[config.mk]
export PLATFORM = sky130hd
export DESIGN_NAME = alu_muldiv_seq
export DESIGN_NICKNAME = d
export VERILOG_FILES = /design/src/rtl/alu_muldiv_pkg.sv /design/src/rtl/muldiv_negate.sv /design/src/rtl/alu_muldiv_seq.sv
export SDC_FILE = /design/constraint.sdc
export NUM_CORES = 1
export LEC_CHECK = 0
export BUFFER_PORTS_ARGS = -buffer_cell sky130_fd_sc_hd__buf_2
export CORE_MARGIN = 2
export CORE_UTILIZATION = 45
export CTS_BUF_LIST = sky130_fd_sc_hd__clkbuf_16
export CTS_CLUSTER_SIZE = 8
export DETAILED_ROUTE_END_ITERATION = 16
export SYNTH_ARGS = -nofsm -noshare
export SYNTH_HDL_FRONTEND = slang
export SYNTH_SLANG_ARGS = --single-unit
[constraint.sdc]
create_clock -name CLK -period 15.5 [get_ports CLK]
set_input_delay 3.1 -clock CLK [delete_from_list [all_inputs] [get_ports CLK]]
set_output_delay 3.1 -clock CLK [all_outputs]
set_load 0.05 [all_outputs]
[src/rtl/alu_muldiv_pkg.sv]
// Shared encodings for the iterative RV32M multiply/divide unit.
package alu_muldiv_pkg;

   // Operation codes, identical to the RV32M funct3 field.
   typedef enum logic [2:0] {
      OP_MUL    = 3'b000,
      OP_MULH   = 3'b001,
      OP_MULHSU = 3'b010,
      OP_MULHU  = 3'b011,
      OP_DIV    = 3'b100,
      OP_DIVU   = 3'b101,
      OP_REM    = 3'b110,
      OP_REMU   = 3'b111
   } muldiv_op_e;

   typedef enum logic [1:0] {
      IDLE = 2'd0,
      CALC = 2'd1,
      DONE = 2'd2
   } muldiv_state_e;

   localparam int unsigned XLEN_DEFAULT = 32;

   // Width of the iteration counter, which runs XLEN-1 down to 0.
   function automatic int unsigned cnt_width(input int unsigned xlen);
      return (xlen < 2) ? 1 : $clog2(xlen);
   endfunction

   localparam int unsigned CNT_W_DEFAULT = cnt_width(XLEN_DEFAULT);

endpackage

[src/rtl/muldiv_negate.sv]
// Conditional two's-complement negation (result = enable ? -value : value).
module muldiv_negate #(
   parameter int unsigned WIDTH = 32
) (
   input  logic [WIDTH-1:0] value,
   input  logic             enable,
   output logic [WIDTH-1:0] result
);

   // Negate modulo 2^WIDTH when enabled, otherwise pass through.
   always_comb begin
      result = enable ? ((~value) + WIDTH'(1)) : value;
   end

endmodule

[src/rtl/alu_muldiv_seq.sv]
// Iterative RV32M multiply/divide: shift-add multiply and restoring divide,
// one bit per cycle, with START/BUSY/RESULT_VALID handshake and FLUSH.
// Optional build macro MULDIV_EARLY_OUT_EN: divide-by-zero, signed overflow
// and multiply-by-zero skip the iteration and complete one cycle after START.
module alu_muldiv_seq
   import alu_muldiv_pkg::*;
#(
   parameter int unsigned XLEN = XLEN_DEFAULT
) (
   input  logic            CLK,
   input  logic            RESET,
   input  logic            START,
   input  logic            FLUSH,
   input  logic [2:0]      ALU_OPERATION,
   input  logic [XLEN-1:0] DATA1,
   input  logic [XLEN-1:0] DATA2,
   output logic            BUSY,
   output logic            RESULT_VALID,
   output logic [XLEN-1:0] RESULT
);

   localparam int unsigned CNT_W = cnt_width(XLEN);
   localparam logic [XLEN-1:0] MIN_NEG = {1'b1, {(XLEN-1){1'b0}}};

   muldiv_state_e   state;
   muldiv_op_e      op_q;
   logic [XLEN-1:0] acc_hi;      // product high half / partial remainder
   logic [XLEN-1:0] acc_lo;      // multiplier / dividend, becomes low product / quotient
   logic [XLEN-1:0] opnd;        // multiplicand / divisor magnitude
   logic [CNT_W-1:0] count;
   logic            neg_q;
   logic            spec_q;
   logic [XLEN-1:0] spec_val_q;

   // Capture-side decode
   logic            is_div, is_rem, a_signed, b_signed, a_neg, b_neg, neg_in;
   logic            div_zero, div_ovf, mul_zero, spec_in;
   logic [XLEN-1:0] spec_val_in;
   logic [XLEN-1:0] mag_a, mag_b;

   // Iteration datapath
   logic [XLEN:0]   mul_sum, div_shift, div_diff;
   logic [XLEN-1:0] nxt_hi, nxt_lo;
   logic [2*XLEN-1:0] fix_in, fixed;
   logic [XLEN-1:0] calc_result;

   // Decode operand signedness and the fixed-result corner cases at capture.
   always_comb begin
      is_div   = ALU_OPERATION[2];
      is_rem   = ALU_OPERATION[2] & ALU_OPERATION[1];
      a_signed = (ALU_OPERATION == OP_MUL)    || (ALU_OPERATION == OP_MULH) ||
                 (ALU_OPERATION == OP_MULHSU) || (ALU_OPERATION == OP_DIV)  ||
                 (ALU_OPERATION == OP_REM);
      b_signed = (ALU_OPERATION == OP_MUL) || (ALU_OPERATION == OP_MULH) ||
                 (ALU_OPERATION == OP_DIV) || (ALU_OPERATION == OP_REM);
      a_neg    = a_signed & DATA1[XLEN-1];
      b_neg    = b_signed & DATA2[XLEN-1];
      neg_in   = is_rem ? a_neg : (a_neg ^ b_neg);
      div_zero = is_div & (DATA2 == '0);
      div_ovf  = is_div & ~ALU_OPERATION[0] & (DATA1 == MIN_NEG) & (DATA2 == '1);
      mul_zero = ~is_div & ((DATA1 == '0) | (DATA2 == '0));
      spec_in  = div_zero | div_ovf | mul_zero;
      if (div_zero) begin
         spec_val_in = is_rem ? DATA1 : '1;
      end else if (div_ovf) begin
         spec_val_in = is_rem ? '0 : MIN_NEG;
      end else begin
         spec_val_in = '0;
      end
   end

   muldiv_negate #(.WIDTH(XLEN)) u_neg_a (
      .value  (DATA1),
      .enable (a_neg),
      .result (mag_a)
   );

   muldiv_negate #(.WIDTH(XLEN)) u_neg_b (
      .value  (DATA2),
      .enable (b_neg),
      .result (mag_b)
   );

   // One shift-add or restoring-subtract step on the accumulator pair.
   always_comb begin
      mul_sum   = {1'b0, acc_hi} + (acc_lo[0] ? {1'b0, opnd} : '0);
      div_shift = {acc_hi, acc_lo[XLEN-1]};
      div_diff  = div_shift - {1'b0, opnd};
      if (!op_q[2]) begin
         nxt_hi = mul_sum[XLEN:1];
         nxt_lo = {mul_sum[0], acc_lo[XLEN-1:1]};
      end else if (!div_diff[XLEN]) begin
         nxt_hi = div_diff[XLEN-1:0];
         nxt_lo = {acc_lo[XLEN-2:0], 1'b1};
      end else begin
         nxt_hi = div_shift[XLEN-1:0];
         nxt_lo = {acc_lo[XLEN-2:0], 1'b0};
      end
   end

   // Sign fix-up works on the full 2*XLEN product so the high half borrows
   // correctly; a quotient or remainder is zero-extended into the low half.
   always_comb begin
      if (!op_q[2]) begin
         fix_in = {nxt_hi, nxt_lo};
      end else begin
         fix_in = {{XLEN{1'b0}}, (op_q[1] ? nxt_hi : nxt_lo)};
      end
   end

   muldiv_negate #(.WIDTH(2*XLEN)) u_neg_res (
      .value  (fix_in),
      .enable (neg_q),
      .result (fixed)
   );

   // Select the half of the fixed-up value the operation returns.
   always_comb begin
      calc_result = (!op_q[2] && (op_q != OP_MUL)) ? fixed[2*XLEN-1:XLEN]
                                                    : fixed[XLEN-1:0];
   end

   // Control FSM with registered BUSY/RESULT_VALID/RESULT.
   always_ff @(posedge CLK) begin
      if (RESET) begin
         state        <= IDLE;
         BUSY         <= 1'b0;
         RESULT_VALID <= 1'b0;
         RESULT       <= '0;
         count        <= '0;
         op_q         <= OP_MUL;
         acc_hi       <= '0;
         acc_lo       <= '0;
         opnd         <= '0;
         neg_q        <= 1'b0;
         spec_q       <= 1'b0;
         spec_val_q   <= '0;
      end else if (FLUSH) begin
         state        <= IDLE;
         BUSY         <= 1'b0;
         RESULT_VALID <= 1'b0;
      end else begin
         case (state)
            IDLE, DONE: begin
               RESULT_VALID <= 1'b0;
               if (START) begin
                  op_q       <= muldiv_op_e'(ALU_OPERATION);
                  neg_q      <= neg_in;
                  spec_q     <= spec_in;
                  spec_val_q <= spec_val_in;
                  acc_hi     <= '0;
                  acc_lo     <= is_div ? mag_a : mag_b;
                  opnd       <= is_div ? mag_b : mag_a;
                  count      <= CNT_W'(XLEN - 1);
`ifdef MULDIV_EARLY_OUT_EN
                  if (spec_in) begin
                     state        <= DONE;
                     BUSY         <= 1'b0;
                     RESULT_VALID <= 1'b1;
                     RESULT       <= spec_val_in;
                  end else begin
                     state <= CALC;
                     BUSY  <= 1'b1;
                  end
`else
                  state <= CALC;
                  BUSY  <= 1'b1;
`endif
               end else begin
                  state <= IDLE;
               end
            end
            CALC: begin
               acc_hi <= nxt_hi;
               acc_lo <= nxt_lo;
               if (count == '0) begin
                  state        <= DONE;
                  BUSY         <= 1'b0;
                  RESULT_VALID <= 1'b1;
                  RESULT       <= spec_q ? spec_val_q : calc_result;
               end else begin
                  count <= count - CNT_W'(1);
               end
            end
            default: begin
               state <= IDLE;
               BUSY  <= 1'b0;
            end
         endcase
      end
   end

endmodule
After elaboration in Yosys (flattened, before gate mapping)
Index checks and enable logic that the tools add are counted.
Operators by class
  $add $sub $neg: 6
  eq/ne operators: 11
  multiplexer cells: 34
  bitwise gates (word level): 18
  reductions and logical operators: 23
Operator list (number)
  $mux W32: 17
  $mux W64: 2
  $pmux W32 S2: 2
  $add A32 B1 Y32 const B: 2
  $add A64 B1 Y64 const B: 1
  $eq A32 B32 Y1 const B: 2
  $logic_not A32 Y1: 2
  $not A32 Y32: 2
  $not A64 Y64: 1
  $add A32 B32 Y33: 1
  $sub A33 B32 Y33: 1
  $mux W5: 2
  $pmux W5 S2: 1
  $reduce_and A3 Y1: 3
  $and A1 B1 Y1: 8
  $eq A3 B3 Y1 const B: 2
  $logic_or A1 B1 Y1: 6
  $mux W1: 6
  $ne A2 B2 Y1 const B: 3
  $logic_not A5 Y1: 1
  $sub A5 B1 Y5 const B: 1
  $pmux W1 S2: 2
  $pmux W2 S2: 1
  $reduce_and A2 Y1: 2
  16 further kinds: 21
Storage, ports and cells
  flip-flop bits (word level): 174
  input port bits: 71
  word-level logic and storage cells: 104

Longest topological paths before layout
Gate-level depths: netlist of the first run.
  depth after elaboration: 10
  mapped depth: 22

Modules after synthesis
From an unflattened synthesis of the first run, not the netlist that was laid out.
Unflattened totals
  cell total of the unflattened synthesis: 2153
  area total of the unflattened synthesis: 16228.1 µm²
By module, submodules not included
  alu_muldiv_seq: times used 1, cells each 1749, area each 13025.0 µm², sequential area each 3483.3 µm²
  muldiv_negate (u_neg_res): times used 1, cells each 206, area each 1649.1 µm², sequential area each 0.0 µm²
  muldiv_negate (u_neg_a ...): times used 2, cells each 99, area each 777.0 µm², sequential area each 0.0 µm²

Worst setup path after synthesis of the first run
OpenSTA, ideal clock, no wires.
  path kind: in2reg
  start: input DATA1[0]
  end: register spec_val_q[31]
  data arrival time: 5.980 ns
  required time: 15.435 ns
  path slack: 9.455 ns
  stages: 14
  path buffers: 0
  path through: inv_1 ha_1 nand3b_1 or4_1 or4_1 nor3_1 and2_1 nand2_1 or4_1 nor4_1 a32oi_1 nor2_1 a21oi_1 nor2_1
Between the ends
  cells in the longest elaborated chain, start to end: 5
RTL lines
  start, declared: line alu_muldiv_seq.sv:15  | input logic [XLEN-1:0] DATA1,
  $eq A32 B32 Y1: line alu_muldiv_seq.sv:60  | div_ovf = is_div & ~ALU_OPERATION[0] & (DATA1 == MIN_NEG) & (DATA2 == '1);
  $and A1 B1 Y1 (2 in a row): line alu_muldiv_seq.sv:60
  $mux W32: line alu_muldiv_seq.sv:65  | end else if (div_ovf) begin
  $mux W32: line alu_muldiv_seq.sv:63  | if (div_zero) begin
  end signal, assigned: line alu_muldiv_seq.sv:150  | spec_val_q <= spec_val_in;
  end, declared: line alu_muldiv_seq.sv:33  | logic [XLEN-1:0] spec_val_q;
No other way between the ends.
A chain may end at the register's enable or synchronous reset.

Final worst setup path of the first run
Ends and elaborated chain as after synthesis.

==> results of run 1 <==
how the worst max path moves through the flow:
stage / depth (start not counted) / to / slack [ps]
floorplan: 14 / spec_val_q[31] / 9450
global placement: 15 / spec_val_q[31] / 8500
detailed placement: 15 / spec_val_q[31] / 8450
CTS: 15 / spec_val_q[31] / 8910
global route: 15 / spec_val_q[31] / 8600
finish: 15 / spec_val_q[31] / 8800
stage by stage:
| stage | hold WS, ps | util (%) |
|---|---|---|
| after floorplan | 428 | - |
| after global placement | 430 | 47.5 |
| after detailed placement | 447 | 47.5 |
| after CTS | 458 | 49.1 |
| after global routing | 481 | 49.1 |
| final | 459 | 49.1 |
cell type report:
| class | instances | area (um^2) |
|---|---|---|
| sequential | 174 | 3490 |
| multi-input combinational | 1976 | 12200 |
| tap | 468 | 586 |
| clock inverter | 15 | 174 |
| fill | 3810 | 18500 |
| clock buffer | 17 | 425 |
| timing repair buffer | 131 | 726 |
| inverter | 61 | 229 |
state kept, by name, indices dropped and copies added (netlist names):
signal / cells
op_q: 3
count: 5
acc_hi: 32
spec_val_q: 32
RESULT_VALID: 1
RESULT: 32
opnd: 32
acc_lo: 32
BUSY: 1
neg_q: 1
spec_q: 1
state: 2
routing by layer:
layer | global-route usage, % | up-vias | share of wire, %
li1 | - | 8540 | -
met1 | 52.2 | 8817 | 43
met2 | 57.7 | 881 | 43
met3 | 6.60 | 133 | 8.5
met4 | 19.2 | 0 | 5.3
met5 | 0 | - | 0
report_power, final:
part	switching [mW]	total (mW)	leakage, nW	internal (mW)
Sequential	0.0209	0.484	1.41	0.463
Clock	0.229	0.460	0.292	0.230
Combinational	0.326	0.480	5.10	0.154
Yosys cell counts (all sizes together) (10+ instances only):
library cell    n
nand2         306
nor2b          17
nor3           76
or4            12
a211oi         52
a221oi         12
clkbuf        120
xnor2          87
and3           18
a21oi         253
and2           58
o21ai         178
ha             70
inv            61
nor4           25
a21o           25
o31ai          21
xor2           65
o211ai         41
a31oi          32
nor2          272
or3            24
o41ai          10
nand4          26
mux2i          64
nand2b         16
nand3          30
dfxtp         174
buf            27
a311oi         13
o21a           19
logic make-up after synthesis:
group	synth area share (%)
AND/OR/NAND/NOR	26.5
AO/OA/AOI/OAI	29.4
buffers and inverters	4.84
flip-flops	21.1
XOR/XNOR	8.08
multiplexers	4.50
adder cells (fa/ha/maj)	5.56
worst register-to-register path, stage by stage (launching register included):
cell	delay, ps
dfxtp_1	370
inv_1	80
ha_1	150
inv_1	50
fa_1	420
a211oi_1	310
o21ai_2	180
o2111a_1	320
o21ai_2	240
a21oi_4	170
nor2_4	720
mux2i_1	340
mux2i_1	160
inv_1	130
ha_1	260
inv_1	90
nor4_1	640
nand4_1	460
or3_1	490
nand3b_1	190
mux2_1	340
a32o_1	220
==> run metrics, run 1 <==
final count of pins violating max slew=0; Seq/Total Area, Yosys=21.1%; first-pass GRT wire length=109000 um; htree depth=4; CTS tree=yes; CTS root buf=clkbuf_16; Yosys top cell area share=21.1%; Tcrit/Tclk final=43.2%; Hold WC Path Type=register to register; initial antenna violation count=0; CP Buf/Inv Count=2; #FFs+latches synth=174; slew margin rel.=19.2%; die area=0.0382 mm^2; Slowest cell on crit path=nor3_1; R2R Path Start=acc_lo[31]; n_diodes=0; Pre-antenna DRT Iters=6; Post-Route WL=73900 um; Worst-Margin Slew=1210 ps; WHS Endpoint=spec_val_q[0]; Antenna Nets Post-Route=0; CTS Sinks=174; Inst Count DP=2810; commonest non-fill, non-tap cell in the layout=nand2_1; Post-synth EDFFs=0; critical hold path startpoint=spec_val_q[0]; RR Endpoint=RESULT[26]; outcome=finished clean; Placer Congestion=0.993; final setup fails=0; Worst setup EP type=register; Setup TNS Final=0 ps; row count=70; fin crit period=6700 ps; cell area after layout=0.0179 mm^2; Layout area overhead=8.39%; Syn Area/Cell=6.99 um^2; via/cell ratio=6.46; crit-path leading delay family=simple AND/OR/NAND/NOR gates; Synth area leaders=dfxtp_1, a21oi_1, nand2_1; Async SR Flop Fraction=0%; PwrDens=79.7 mW/mm^2; vias in the first global route=17000; DIE HEIGHT=195 um; worst-path fanout max=5; largest net degree at the start of global routing=92; CTS buffer count=17; aggregate global-route resource usage=38.1%; initial detailed-routing violation count=2058; Ys Warns=0; worst r2r path cells=21; synth unique cells=100; PostCTS Resize Cnt=0; CTS clk-pin slew, worst paths=80 ps; R2R Setup Slk=9090 ps; VDD IR max=0.0771 mV; main flop type after synthesis=dfxtp_1; Hold Vio Cnt, Final=0; Final Power=1.42 mW; CP arrival=7090 ps; drt drc=0; initial core utilization=45.3%; Worst Clk Skew=15.8 ps; Via Count=18400; DP HPWL=57800 um; Post-CTS Setup Inserts=0; worst skew pair latency=470 ps; crit-path cells=buf_2 -> inv_1 -> ha_1 -> nand3b_1 -> or4_1 -> or4_1 -> nor3_1 -> and2_1 -> nand2_1 -> or4_1 -> nor4_1 -> a32oi_1 -> nor2_1 -> a21oi_1 -> nor2_1; Post-Syn Instances=2358; hold path cells=2; Hold-fix buffers, CTS=0; Lkg Pwr=6.80 nW; die width=195 um; final worst slack=8800 ps; Max stage delay on crit path=760 ps; RSZ-0062 raised after global routing=no; core area=0.0363 mm^2; critical path launch point type=input port; IO buf count=104; most frequent cells in the layout=nand2_1, nor2_1, a21oi_1; critical path class=input port to register; maximum buffer depth of the clock tree=2; FMAX=149 MHz; syn nets=2501; share of layout cells above drive strength 1=9.65%; most used cell, CP=or4_1; CP Data Required Time=15890 ps; fin nets=2504; Non-Filler Instances=2842; global route overflow=0; crit path from=DATA1[0]; post-synth top area cell=dfxtp_1; mapped cell area=0.0165 mm^2; max-cap violations=0; placed instance area=0.0173 mm^2; pre-CTS setup slack=8450 ps; # IOs=105; routed length per placed instance=26.0 um
No activity file was read; power rests on OpenSTA's default activity.
==> run 2: changes to the inputs <==
==> constraint.sdc (replaced) <==
create_clock -name CLK -period 7 [get_ports CLK]
set_input_delay 1.4 -clock CLK [delete_from_list [all_inputs] [get_ports CLK]]
set_output_delay 1.4 -clock CLK [all_outputs]
set_load 0.05 [all_outputs]
==> run metrics, run 2 (synthesis gave the netlist of run 1 again) <==
outcome=finished clean; initial detailed-routing violation count=2270 (+10%); critical path class=register to register; Hold Vio Cnt, Final=0 (unchanged); most used cell, CP=xor2_1; n_diodes=0 (unchanged); Max stage delay on crit path=1170 ps (+410 ps); aggregate global-route resource usage=38.6% (+0.47 points); crit-path cells=and2_1 -> ha_1 -> a21o_1 -> a221oi_2 -> xor2_1 -> nor2_1 -> a311oi_1 -> a32oi_1 -> nor3_4 -> nand4_1 -> or2_2 -> o31ai_1 -> xor2_1 -> o21ai_0; Hold-fix buffers, CTS=0 (unchanged); VDD IR max=0.185 mV (+140%); Via Count=18500 (+0.50%); initial core utilization=45.3% (unchanged); maximum buffer depth of the clock tree=2 (unchanged); RSZ-0062 raised after global routing=no; Worst-Margin Slew=1270 ps (+64.7 ps); Layout area overhead=8.90%; drt drc=0 (unchanged); Worst Clk Skew=16.8 ps (+0.953 ps); IO buf count=104 (unchanged); die width=195 um (unchanged); core area=0.0363 mm^2 (unchanged); Antenna Nets Post-Route=0 (unchanged); vias in the first global route=16900 (-0.42%); final count of pins violating max slew=0 (unchanged); Int Pwr=1.91 mW (+130%); CTS clk-pin slew, worst paths=80 ps (about the same); Sw Share=40.0% (-0.53 points); Clock Power Share=32.2% (about the same); slew margin rel.=15.0% (-4.3 points); Slowest cell on crit path=dfxtp_1; CP Buf/Inv Count=0 (-2); most frequent cells in the layout=nand2_1, nor2_1, a21oi_1; PwrDens=177 mW/mm^2 (+120%); cell area after layout=0.0179 mm^2 (+0.47%); CTS tree=yes; Post-Route WL=74900 um (+1.3%); fin nets=2515 (+0.44%); routed length per placed instance=26.2 um (+0.93%); Setup TNS Final=0 ps (unchanged); htree depth=4 (unchanged); max-cap violations=0 (unchanged); via/cell ratio=6.47 (+0.11%); initial antenna violation count=0 (unchanged); PostCTS Resize Cnt=0 (unchanged); global route overflow=0 (unchanged); Pre-antenna DRT Iters=6 (unchanged); fin crit period=6400 ps; CTS root buf=clkbuf_16; DIE HEIGHT=195 um (unchanged); worst-path fanout max=34 (+29); Worst setup EP type=register; # IOs=105 (unchanged); CTS buffer count=17 (unchanged); Tcrit/Tclk final=91.4%; Post-CTS Setup Inserts=0 (unchanged); Comb pwr share=33.9% (+0.2 points); Lkg Pwr=6.86 nW (+0.91%); Hold WC Path Type=register to register; Flop pwr share=33.9% (about the same); CTS Sinks=174 (unchanged); final setup fails=0 (unchanged); commonest non-fill, non-tap cell in the layout=nand2_1; hold slack=450 ps (-9.12 ps); die area=0.0382 mm^2 (unchanged); largest net degree at the start of global routing=89 (-3.3%); row count=70 (unchanged); share of layout cells above drive strength 1=9.98% (+0.33 points); FMAX=156 MHz; critical path launch point type=register; Placer Congestion=0.990 (-0.37%); worst skew pair latency=470 ps (about the same); crit-path leading delay family=compound AO/OA/AOI/OAI gates; Sw Pwr=1.27 mW (+120%); first-pass GRT wire length=110000 um (+0.47%); CP arrival=6740 ps (-350 ps); placed instance area=0.0173 mm^2 (+0.48%); CP Data Required Time=7340 ps (-8550 ps); DP HPWL=58900 um (+1.9%)
run 2: cell count changes in the layout (fill, tap and decap cells not counted):
| cell | previous run | this run |
|---|---|---|
| buf_4 | 28 | 39 |
| bufinv_16 | 1 | 2 |
| clkinv_1 | 0 | 1 |
| clkinv_2 | 2 | 0 |
| clkinv_4 | 2 | 0 |
| clkinv_8 | 3 | 1 |
| inv_1 | 60 | 61 |
| inv_4 | 0 | 1 |
| inv_6 | 3 | 5 |
run 2: layout make-up:
| class | instances | area (um^2) |
|---|---|---|
| repair buffers | 142 | 808 |
| well taps | 468 | 586 |
| clock buffers | 17 | 425 |
| multi-input cells | 1976 | 12200 |
| clock inverters | 15 | 175 |
| flip-flops and latches | 174 | 3490 |
| fillers | 3784 | 18400 |
| inverters | 61 | 229 |
run 2: power groups by stage:
stage	combinational [mW]	clock [mW]	sequential, mW
2_1_floorplan	0.694	0	1.08
3_3_place_gp	1.04	0	1.10
3_5_place_dp	1.04	0	1.10
4_1_cts	1.05	1.03	1.08
5_1_grt	1.15	1.06	1.08
6_report	1.08	1.02	1.08
run 2: final timing paths:
check,from,endpoint,slack (ps),cells after the start
setup / recovery,acc_lo[0],RESULT[7],600,14
hold / removal,RESULT[31],RESULT[31],450,1
setup reg to reg,acc_lo[0],RESULT[7],600,14
hold reg to reg,RESULT[31],RESULT[31],450,1
run 2: metrics by stage:
step	power [mW]	utilization [%]	setup slack (ps)	std cells
floorplan	1.78	-	2160	2358
global placement	2.14	47.7	860	2821
detailed placement	2.14	47.7	877	2821
CTS	3.15	49.4	834	2853
global route	3.29	49.4	441	2853
finish	3.18	49.4	599	2853
run 2: per-layer routing:
| metal | wire [um] | vias up | global-route usage (%) |
|---|---|---|---|
| met4 | 3960 | 0 | 19.6 |
| met2 | 31600 | 920 | 57.3 |
| met1 | 32600 | 8827 | 53.2 |
| li1 | - | 8574 | - |
| met3 | 6810 | 141 | 7.39 |
| met5 | 0 | - | 0 |
